[config.mk]
export PLATFORM = sky130hd
export DESIGN_NAME = alu_divider
export DESIGN_NICKNAME = d
export VERILOG_FILES = /design/src/rtl/cpu_pkg.sv /design/src/rtl/div_step.sv /design/src/rtl/alu_divider.sv
export SDC_FILE = /design/constraint.sdc
export NUM_CORES = 1
export LEC_CHECK = 0
export CAP_MARGIN = 40
export CORE_MARGIN = 8
export CORE_UTILIZATION = 60
export DETAILED_ROUTE_END_ITERATION = 12
export HOLD_SLACK_MARGIN = 0.03
export PLACE_DENSITY = 0.88
export SLEW_MARGIN = 0
export SYNTH_ARGS = -nofsm -noshare
export SYNTH_HDL_FRONTEND = slang
export SYNTH_SLANG_ARGS = --single-unit
[constraint.sdc]
create_clock -name clk -period 8.7 [get_ports clk]
set_clock_uncertainty 0.05 [all_clocks]
set_input_delay 1.305 -clock clk [delete_from_list [all_inputs] [get_ports clk]]
set_output_delay 1.305 -clock clk [all_outputs]
set_load 0.01 [all_outputs]
[src/rtl/cpu_pkg.sv]
// Shared execute-stage definitions for the ALU and its divide/remainder companion.
// Holds the RV32M divide op encoding, the divider FSM state encoding and the
// default operand width.
package cpu_pkg;

  localparam int XLEN_DEFAULT = 32;

  // Encoding of the 2-bit op field presented to the divider.
  typedef enum logic [1:0] {
    DIV_OP_DIV  = 2'd0,
    DIV_OP_DIVU = 2'd1,
    DIV_OP_REM  = 2'd2,
    DIV_OP_REMU = 2'd3
  } div_op_e;

  typedef enum logic [1:0] {
    ST_IDLE   = 2'd0,
    ST_DIVIDE = 2'd1,
    ST_FINISH = 2'd2
  } div_state_e;

endpackage

[src/rtl/div_step.sv]
// One radix-2 restoring division step (combinational).
// Ports:
//   i_rem     - partial remainder before this step (always < i_divisor)
//   i_bit     - next dividend bit shifted into the remainder
//   i_divisor - divisor magnitude
//   o_rem     - partial remainder after the trial subtract
//   o_qbit    - quotient bit produced by this step
module div_step #(
  parameter int XLEN = 32
) (
  input  logic [XLEN-1:0] i_rem,
  input  logic            i_bit,
  input  logic [XLEN-1:0] i_divisor,
  output logic [XLEN-1:0] o_rem,
  output logic            o_qbit
);

  logic [XLEN:0] w_shifted;
  logic [XLEN:0] w_trial;

  // The shifted remainder keeps its top bit: with an unsigned divisor above
  // 2^(XLEN-1) the remainder can legitimately use all XLEN bits before the shift.
  assign w_shifted = {i_rem, i_bit};
  assign w_trial   = w_shifted - {1'b0, i_divisor};

  // Both operands of the trial subtract are below 2^XLEN unless the shifted
  // value has its top bit set, so the sign of the (XLEN+1)-bit difference is
  // the borrow; a set top bit on the shifted value always means "fits".
  assign o_qbit = w_shifted[XLEN] | ~w_trial[XLEN];
  assign o_rem  = o_qbit ? w_trial[XLEN-1:0] : w_shifted[XLEN-1:0];

endmodule

[src/rtl/alu_divider.sv]
// Sequential RV32M divide/remainder unit (DIV, DIVU, REM, REMU).
// Radix-2 restoring division, one quotient bit per cycle; a normal request
// completes XLEN+1 cycles after acceptance, divide-by-zero and signed overflow
// complete after one cycle.
// Ports:
//   clk      - system clock, rising edge
//   reset_n  - asynchronous active-low reset, aborts any operation in flight
//   start    - request strobe, sampled only while busy is low
//   op       - DIV=0, DIVU=1, REM=2, REMU=3
//   dividend - rs1 operand
//   divisor  - rs2 operand
//   busy     - high from the acceptance edge until the edge that raises done
//   done     - one-cycle completion pulse
//   result   - quotient or remainder, held until the next completion
module alu_divider
  import cpu_pkg::*;
#(
  parameter int XLEN = XLEN_DEFAULT
) (
  input  logic            clk,
  input  logic            reset_n,
  input  logic            start,
  input  logic [1:0]      op,
  input  logic [XLEN-1:0] dividend,
  input  logic [XLEN-1:0] divisor,
  output logic            busy,
  output logic            done,
  output logic [XLEN-1:0] result
);

  localparam int              CW       = $clog2(XLEN);
  localparam logic [CW-1:0]   LAST_BIT = CW'(XLEN - 1);
  localparam logic [CW-1:0]   CNT_ONE  = CW'(1);
  localparam logic [XLEN-1:0] ONE      = XLEN'(1);
  localparam logic [XLEN-1:0] MIN_NEG  = {1'b1, {(XLEN-1){1'b0}}};

  div_state_e      r_state;
  div_state_e      w_next_state;
  div_op_e         w_op;

  logic [XLEN-1:0] r_work;     // dividend bits shifting out, quotient bits shifting in
  logic [XLEN-1:0] r_rem;      // partial remainder
  logic [XLEN-1:0] r_divisor;  // divisor magnitude
  logic [CW-1:0]   r_count;
  logic            r_is_rem;
  logic            r_neg_q;
  logic            r_neg_r;
  logic            r_done;
  logic [XLEN-1:0] r_result;

  logic            w_signed_op;
  logic            w_x_neg;
  logic            w_y_neg;
  logic [XLEN-1:0] w_x_abs;
  logic [XLEN-1:0] w_y_abs;
  logic            w_div0;
  logic            w_ovf;
  logic [XLEN-1:0] w_step_rem;
  logic            w_step_q;
  logic [XLEN-1:0] w_q_fix;
  logic [XLEN-1:0] w_r_fix;

  // ---------------------------------------------------------------------------
  // Operand preparation, evaluated at the acceptance edge
  // ---------------------------------------------------------------------------
  assign w_op        = div_op_e'(op);
  assign w_signed_op = (w_op == DIV_OP_DIV) || (w_op == DIV_OP_REM);
  assign w_x_neg     = w_signed_op & dividend[XLEN-1];
  assign w_y_neg     = w_signed_op & divisor[XLEN-1];
  assign w_x_abs     = w_x_neg ? (~dividend + ONE) : dividend;
  assign w_y_abs     = w_y_neg ? (~divisor + ONE) : divisor;
  assign w_div0      = (divisor == '0);
  assign w_ovf       = w_signed_op && (dividend == MIN_NEG) && (divisor == '1);

  div_step #(
    .XLEN(XLEN)
  ) u_div_step (
    .i_rem    (r_rem),
    .i_bit    (r_work[XLEN-1]),
    .i_divisor(r_divisor),
    .o_rem    (w_step_rem),
    .o_qbit   (w_step_q)
  );

  // Sign fixup; special cases load neutral sign flags so they pass through.
  assign w_q_fix = r_neg_q ? (~r_work + ONE) : r_work;
  assign w_r_fix = r_neg_r ? (~r_rem + ONE) : r_rem;

  // ---------------------------------------------------------------------------
  // Control FSM
  // ---------------------------------------------------------------------------
  // NOTE: sequential state uses non-blocking assignments so every register
  // samples pre-edge values, independent of statement order.
  always_ff @(posedge clk or negedge reset_n) begin
    if (!reset_n) begin
      r_state <= ST_IDLE;
    end else begin
      r_state <= w_next_state;
    end
  end

  always_comb begin
    // NOTE: the default assignment first guarantees no path leaves the
    // signal unassigned, so no latch is inferred.
    w_next_state = r_state;
    case (r_state)
      ST_IDLE:   if (start) w_next_state = (w_div0 || w_ovf) ? ST_FINISH : ST_DIVIDE;
      ST_DIVIDE: if (r_count == '0) w_next_state = ST_FINISH;
      ST_FINISH: w_next_state = ST_IDLE;
      default:   w_next_state = ST_IDLE;
    endcase
  end

  // ---------------------------------------------------------------------------
  // Datapath
  // ---------------------------------------------------------------------------
  // NOTE: every register, result included, is cleared on reset so an aborted
  // divide leaves nothing visible and no stale flags for the next request.
  always_ff @(posedge clk or negedge reset_n) begin
    if (!reset_n) begin
      r_work    <= '0;
      r_rem     <= '0;
      r_divisor <= '0;
      r_count   <= '0;
      r_is_rem  <= 1'b0;
      r_neg_q   <= 1'b0;
      r_neg_r   <= 1'b0;
      r_done    <= 1'b0;
      r_result  <= '0;
    end else begin
      r_done <= 1'b0;
      case (r_state)
        ST_IDLE: begin
          if (start) begin
            r_is_rem <= (w_op == DIV_OP_REM) || (w_op == DIV_OP_REMU);
            r_count  <= LAST_BIT;
            if (w_div0) begin
              // Quotient all ones, remainder is the raw dividend.
              r_work  <= '1;
              r_rem   <= dividend;
              r_neg_q <= 1'b0;
              r_neg_r <= 1'b0;
            end else if (w_ovf) begin
              // Quotient is the most negative value, remainder zero.
              r_work  <= dividend;
              r_rem   <= '0;
              r_neg_q <= 1'b0;
              r_neg_r <= 1'b0;
            end else begin
              r_work    <= w_x_abs;
              r_rem     <= '0;
              r_divisor <= w_y_abs;
              r_neg_q   <= w_x_neg ^ w_y_neg;
              r_neg_r   <= w_x_neg;
            end
          end
        end
        ST_DIVIDE: begin
          r_rem   <= w_step_rem;
          r_work  <= {r_work[XLEN-2:0], w_step_q};
          r_count <= r_count - CNT_ONE;
        end
        ST_FINISH: begin
          r_result <= r_is_rem ? w_r_fix : w_q_fix;
          r_done   <= 1'b1;
        end
        default: ;
      endcase
    end
  end

  assign busy   = (r_state != ST_IDLE);
  assign done   = r_done;
  assign result = r_result;

endmodule

* Yosys cells after proc, flatten, opt, wreduce, memory -nomap -nowiden
Cells that the tools add are included.
** Word-level totals
- Flip-flop bits (word level) :: 139
- Input port bits :: 69
- Output and inout bits :: 34
- Word-level logic and storage cells :: 74
** Cells by class
- Add/sub/neg operators :: 6
- Equality and inequality tests :: 8
- Mux-type cells :: 24
- Bitwise operators :: 11
- Reduce and logical (&&, ||, !) cells :: 15
** Operators by type and width (number)
- 32-bit two-way mux :: 11
- 32-bit by 1-bit adder with 32-bit output, second input constant :: 4
- 32-bit NOT :: 4
- 32-bit one-hot mux with 2 select lines :: 2
- 32-bit == test, second input constant :: 2
- 33-bit by 32-bit subtractor with 33-bit output :: 1
- 32-bit zero test :: 1
- 5-bit one-hot mux with 2 select lines :: 1
- 2-bit == test, second input constant :: 3
- 2-bit two-way mux :: 3
- 2-bit AND reduction :: 3
- 5-bit zero test :: 1
- 1-bit two-way mux :: 5
- 5-bit two-way mux :: 1
- 5-bit by 1-bit subtractor with 5-bit output, second input constant :: 1
- 2-bit zero test :: 2
- 2-bit != test, second input constant :: 2
- 2-bit one-hot mux with 2 select lines :: 1
- 4-bit AND reduction :: 1
- 2-bit nonzero test :: 2
- 1-bit logical OR :: 3
- 1-bit NOT :: 3
- 1-bit AND :: 2
- 2-bit by 1-bit == test with 1-bit output, second input constant :: 1
- other kinds (3) :: 4

* Longest topological paths before layout
- Word-level depth :: 8
- Gate-level depth with buffers :: 13
- Gate-level depth less buffers :: 11

* Hierarchy
A second synthesis with hierarchy kept.
** Unflattened totals
- Cell total of the unflattened synthesis :: 1308
- Area total of the unflattened synthesis :: 10749.1 um^2
** By module, submodules not included
- alu_divider :: instances 1, cells an instance 974, area an instance 8638.3 um^2, sequential area each 3478.3 um^2
- div_step :: instances 1, cells an instance 334, area an instance 2110.8 um^2, sequential area each 0.0 um^2

* Worst setup path before layout
OpenSTA, ideal clock, no wires.
- Path type :: in2reg
- From :: input port dividend[6]
- To :: register r_work[21]
- Setup time :: 0.126 ns
- Data arrival time :: 3.572 ns
- Required time :: 8.524 ns
- Setup slack :: 4.952 ns
- Stages :: 10
- Buffers on the path :: 2
- Path through :: or4_1 nor4_2 nand4_1 nor3_2 or2_1 buf_4 buf_4 or3_1 a31oi_1 a221o_1
** On the way
- Word-level cells in the longest chain between the ends :: 7
- Elaborated cells between the ends (all ways) :: 10
- Classes of those cells :: add/sub (1); eq/ne (1); mux (5); bitwise (1); reduce/logical (2)
** RTL lines
- start: declaration :: line alu_divider.sv:24 : input logic [XLEN-1:0] dividend,
- 32-bit NOT or 32-bit == test (tied branches) :: line alu_divider.sv:70, alu_divider.sv:73
- 32-bit by 1-bit adder with 32-bit output or 1-bit logical AND (tied branches) :: line alu_divider.sv:70, alu_divider.sv:73
- 32-bit two-way mux or 1-bit logical AND (tied branches) :: line alu_divider.sv:70, alu_divider.sv:73
- 32-bit two-way mux (*) :: line alu_divider.sv:143 : end else if (w_ovf) begin
- 32-bit two-way mux (*) :: line alu_divider.sv:137 : if (w_div0) begin
- 32-bit two-way mux (*) :: line alu_divider.sv:134 : if (start) begin
- 32-bit one-hot mux with 2 select lines (*) :: line alu_divider.sv:132 : case (r_state)
- end signal: assignment :: line alu_divider.sv:145 : r_work <= dividend;
- end signal: assignment :: line alu_divider.sv:150 : r_work <= w_x_abs;
- end signal: assignment :: line alu_divider.sv:160 : r_work <= {r_work[XLEN-2:0], w_step_q};
- end: declaration :: line alu_divider.sv:41 : logic [XLEN-1:0] r_work;
Mark *: on every way between the ends. The rest lies on a longest branch, timed or not. The select of a mux whose other input is x is not followed.
A chain may end at the register's enable or synchronous reset.

* Final worst setup path
- From :: input port dividend[6]
- To :: register r_work[8]
The elaborated chain is that of the path after synthesis.

==> results.sh <==
export IMPL_coreArea_um2=17300
export IMPL_worst_setup_path_end_kind="flip-flop"
export IMPL_dp_cells=1543
export IMPL_hpwl_mm=21.4
export IMPL_hold_viol_final=0
export IMPL_slew_violations=0
export IMPL_grt_antenna_before_repair=0
export IMPL_hold_slack_ns=0.426
export IMPL_port_buffer_count=102
export IMPL_dr_pass1_iters=8
export IMPL_nets=1446
export IMPL_final_common_cell="o21ai_0"
export IMPL_clock_latency_ns=0.43
export IMPL_async_reset_ff_share_pct=100
export IMPL_synth_seq_area_share_pct=32.9
export IMPL_irDropWorstVdd_mv=0.228
export IMPL_setup_viol=0
export IMPL_tightest_slew_ns=0.957
export IMPL_place_area_um2=11700
export IMPL_p_leak_nw=4.93
export IMPL_layout_drive_gt1_share_pct=5.78
export IMPL_crit_type="input pin to flip-flop"
export IMPL_hold_depth=2
export IMPL_grt_pass1_vias=9527
export IMPL_fin_crit_ns=5.00
export IMPL_fmax_mhz=200
export IMPL_critical_path_max_fanout=38
export IMPL_status="finished clean"
export IMPL_postCtsSetupBuffers=0
export IMPL_cts_buffers=17
export IMPL_grt_pass1_wl_mm=47.5
export IMPL_num_vias=10200
export IMPL_setup_tns_ns=0
export IMPL_dieHeight_um=149
export IMPL_crit_arrival_ns=5.25
export IMPL_clock_sinks=139
export IMPL_mostFrequentLayoutCells="167 x o21ai_0, 139 x dfrtp_1, 128 x nand2_1"
export IMPL_drt_iter0_drc=1121
export IMPL_initial_core_util_pct=61.2
export IMPL_routabilityCongestion=0.963
export IMPL_relSlewSlack_pct=36.2
export IMPL_min_path_type="flip-flop to flip-flop"
export IMPL_cts_hold_buf=0
export IMPL_synth_area_um2=10600
export IMPL_synth_edf_count=0
export IMPL_grtUsageTotal_pct=26.3
export IMPL_n_antenna_cell=0
export IMPL_synth_seq_cells=139
export IMPL_die_w_um=149
export IMPL_final_area_um2=12300
export IMPL_max_cap_violations=0
export IMPL_slowest_delay_ns=0.83
export IMPL_tritoncts="yes"
export IMPL_synth_fp_nets=1383
export IMPL_synthCells=1274
export IMPL_reg2reg_depth=11
export IMPL_route_detailed_drc=0
export IMPL_syn_area_per_cell_um2=8.31
export IMPL_ys_types=72
export IMPL_rows=48
export IMPL_cp_start_kind="input pin"
export IMPL_fin_cells=1575
export IMPL_powerDensity_nw_per_um2=414
export IMPL_dieArea_um2=22100
export IMPL_grt_max_degree=79
export IMPL_viasPerCell=6.46
export IMPL_antenna_left=0
export IMPL_critical_path_cell_chain="clkdlybuf4s50_1, or4_1, nor4_2, nand4_1, nor3_2, or2_1, or3_1, a31oi_1, a221o_2"
export IMPL_syn_to_final_growth_pct=16.6
export IMPL_cts_root_buf="clkbuf_16"
export IMPL_io_pins=103
export IMPL_grt_ovfl_total=0
export IMPL_finalCritPeriodShare_pct=57.4
export IMPL_rsz0062_at_grt="no"
export IMPL_cts_clk_slew_worst_paths_ns=0.06
export IMPL_cp_slowest_cell="or2_1"
export IMPL_cts_buffer_depth=2
export IMPL_drt_wl_total_mm=29.4
export IMPL_wire_per_inst_um=18.6
export IMPL_yosysWarnings=0
export IMPL_cp_required_ns=8.96
export IMPL_synth_ff_type="dfrtp_1"
export IMPL_cts_resized_gates=0
export IMPL_htreeDepth=4
-- synthesized netlist by cell type (5+ instances only) --
cell type	n	area [um2]
o211ai_1	7	52.6
ha_1	39	488
or4_1	12	90.1
mux2i_1	24	240
nand4_1	16	100
or3_4	5	56.3
nor3b_1	6	45.0
a222oi_1	9	90.1
a21o_1	10	75.1
nor2b_1	5	31.3
xor2_1	48	420
clkbuf_1	53	199
nand2_1	128	480
a211oi_1	8	60.1
or3_1	26	163
o31ai_1	23	173
o21ai_0	167	836
dfrtp_1	139	3480
nand3_1	19	95.1
a31oi_1	24	150
xnor2_1	77	674
o41ai_1	11	96.3
o21a_1	8	60.1
nand2b_1	12	75.1
buf_2	7	35.0
a22oi_1	25	188
nor3_1	33	165
a221o_1	27	270
or2_2	7	43.8
and3_1	6	37.5
inv_1	55	206
nor4_1	16	100
nor2_1	76	285
a21oi_1	73	365
o21ai_1	7	35.0
-- layer usage --
| layer | GRT usage, % | vias up | share of wire [%] |
|---|---|---|---|
| met5 | 0 | - | 0 |
| met3 | 4.82 | 58 | 9.7 |
| met4 | 11.0 | 0 | 2.5 |
| met1 | 34.3 | 4721 | 42 |
| met2 | 42.2 | 555 | 46 |
| li1 | - | 4836 | - |
-- through the flow --
step | power (mW) | setup WS, ns | util, %
2_1_floorplan | 3.48 | 4.95 | -
3_3_place_gp | 4.05 | 3.42 | 67.4
3_5_place_dp | 4.20 | 3.37 | 67.7
4_1_cts | 5.04 | 3.81 | 71.4
5_1_grt | 5.48 | 3.48 | 71.4
6_report | 5.11 | 3.70 | 71.4
-- cell families after synthesis --
logic type                 after synthesis  synth area share (%)
AOI/OAI and AO/OA                      427                  25.6
xor gates and xnor gates               125                  10.3
adders and majority gates               40                  4.80
buffers and inverters                  123                  4.84
DFF                                    139                  32.9
muxes                                   28                  2.70
and+or+nand+nor                        392                  18.9
-- where the power goes --
group	switching, mW	total, mW	internal, mW
sequential	0.361	1.29	0.932
clock	0.270	0.769	0.500
combinational	1.74	3.05	1.31
-- registers in the layout (all words and copies together), names as in the netlist --
register,cells
r_divisor,32
r_rem,32
r_work,32
result,32
r_count,5
r_state,2
done,1
r_is_rem,1
r_neg_q,1
r_neg_r,1
-- final timing paths --
kind	startpoint	end	slack [ns]
worst min register to register	result[28]$_DFFE_PN0P_	result[28]$_DFFE_PN0P_	0.43
min in group asynchronous	reset_n	done$_DFF_PN0_	0.84
worst max-delay path	dividend[6]	r_work[8]$_DFFE_PN0P_	3.70
worst min-delay path	result[28]$_DFFE_PN0P_	result[28]$_DFFE_PN0P_	0.43
worst max register to register	r_work[31]$_DFFE_PN0P_	r_rem[28]$_DFFE_PN0P_	4.35
max in group asynchronous	reset_n	r_rem[13]$_DFFE_PN0P_	6.52
-- worst max-delay path: cells and delay by family --
family / cells / cell delay, ns
compound gates: 2 / 0.40
buf+inv: 1 / 0.50
simple gates: 6 / 3.03
-- area by class of cell --
cell class	instances	area, um2
Multi-Input combinational cell	1012	6610
Fill cell	1292	4950
Sequential cell	139	3480
Timing Repair Buffer	112	1130
Clock buffer	20	467
Tap cell	225	282
Inverter	55	206
Clock inverter	12	169
(Power assumes the default switching activity.)
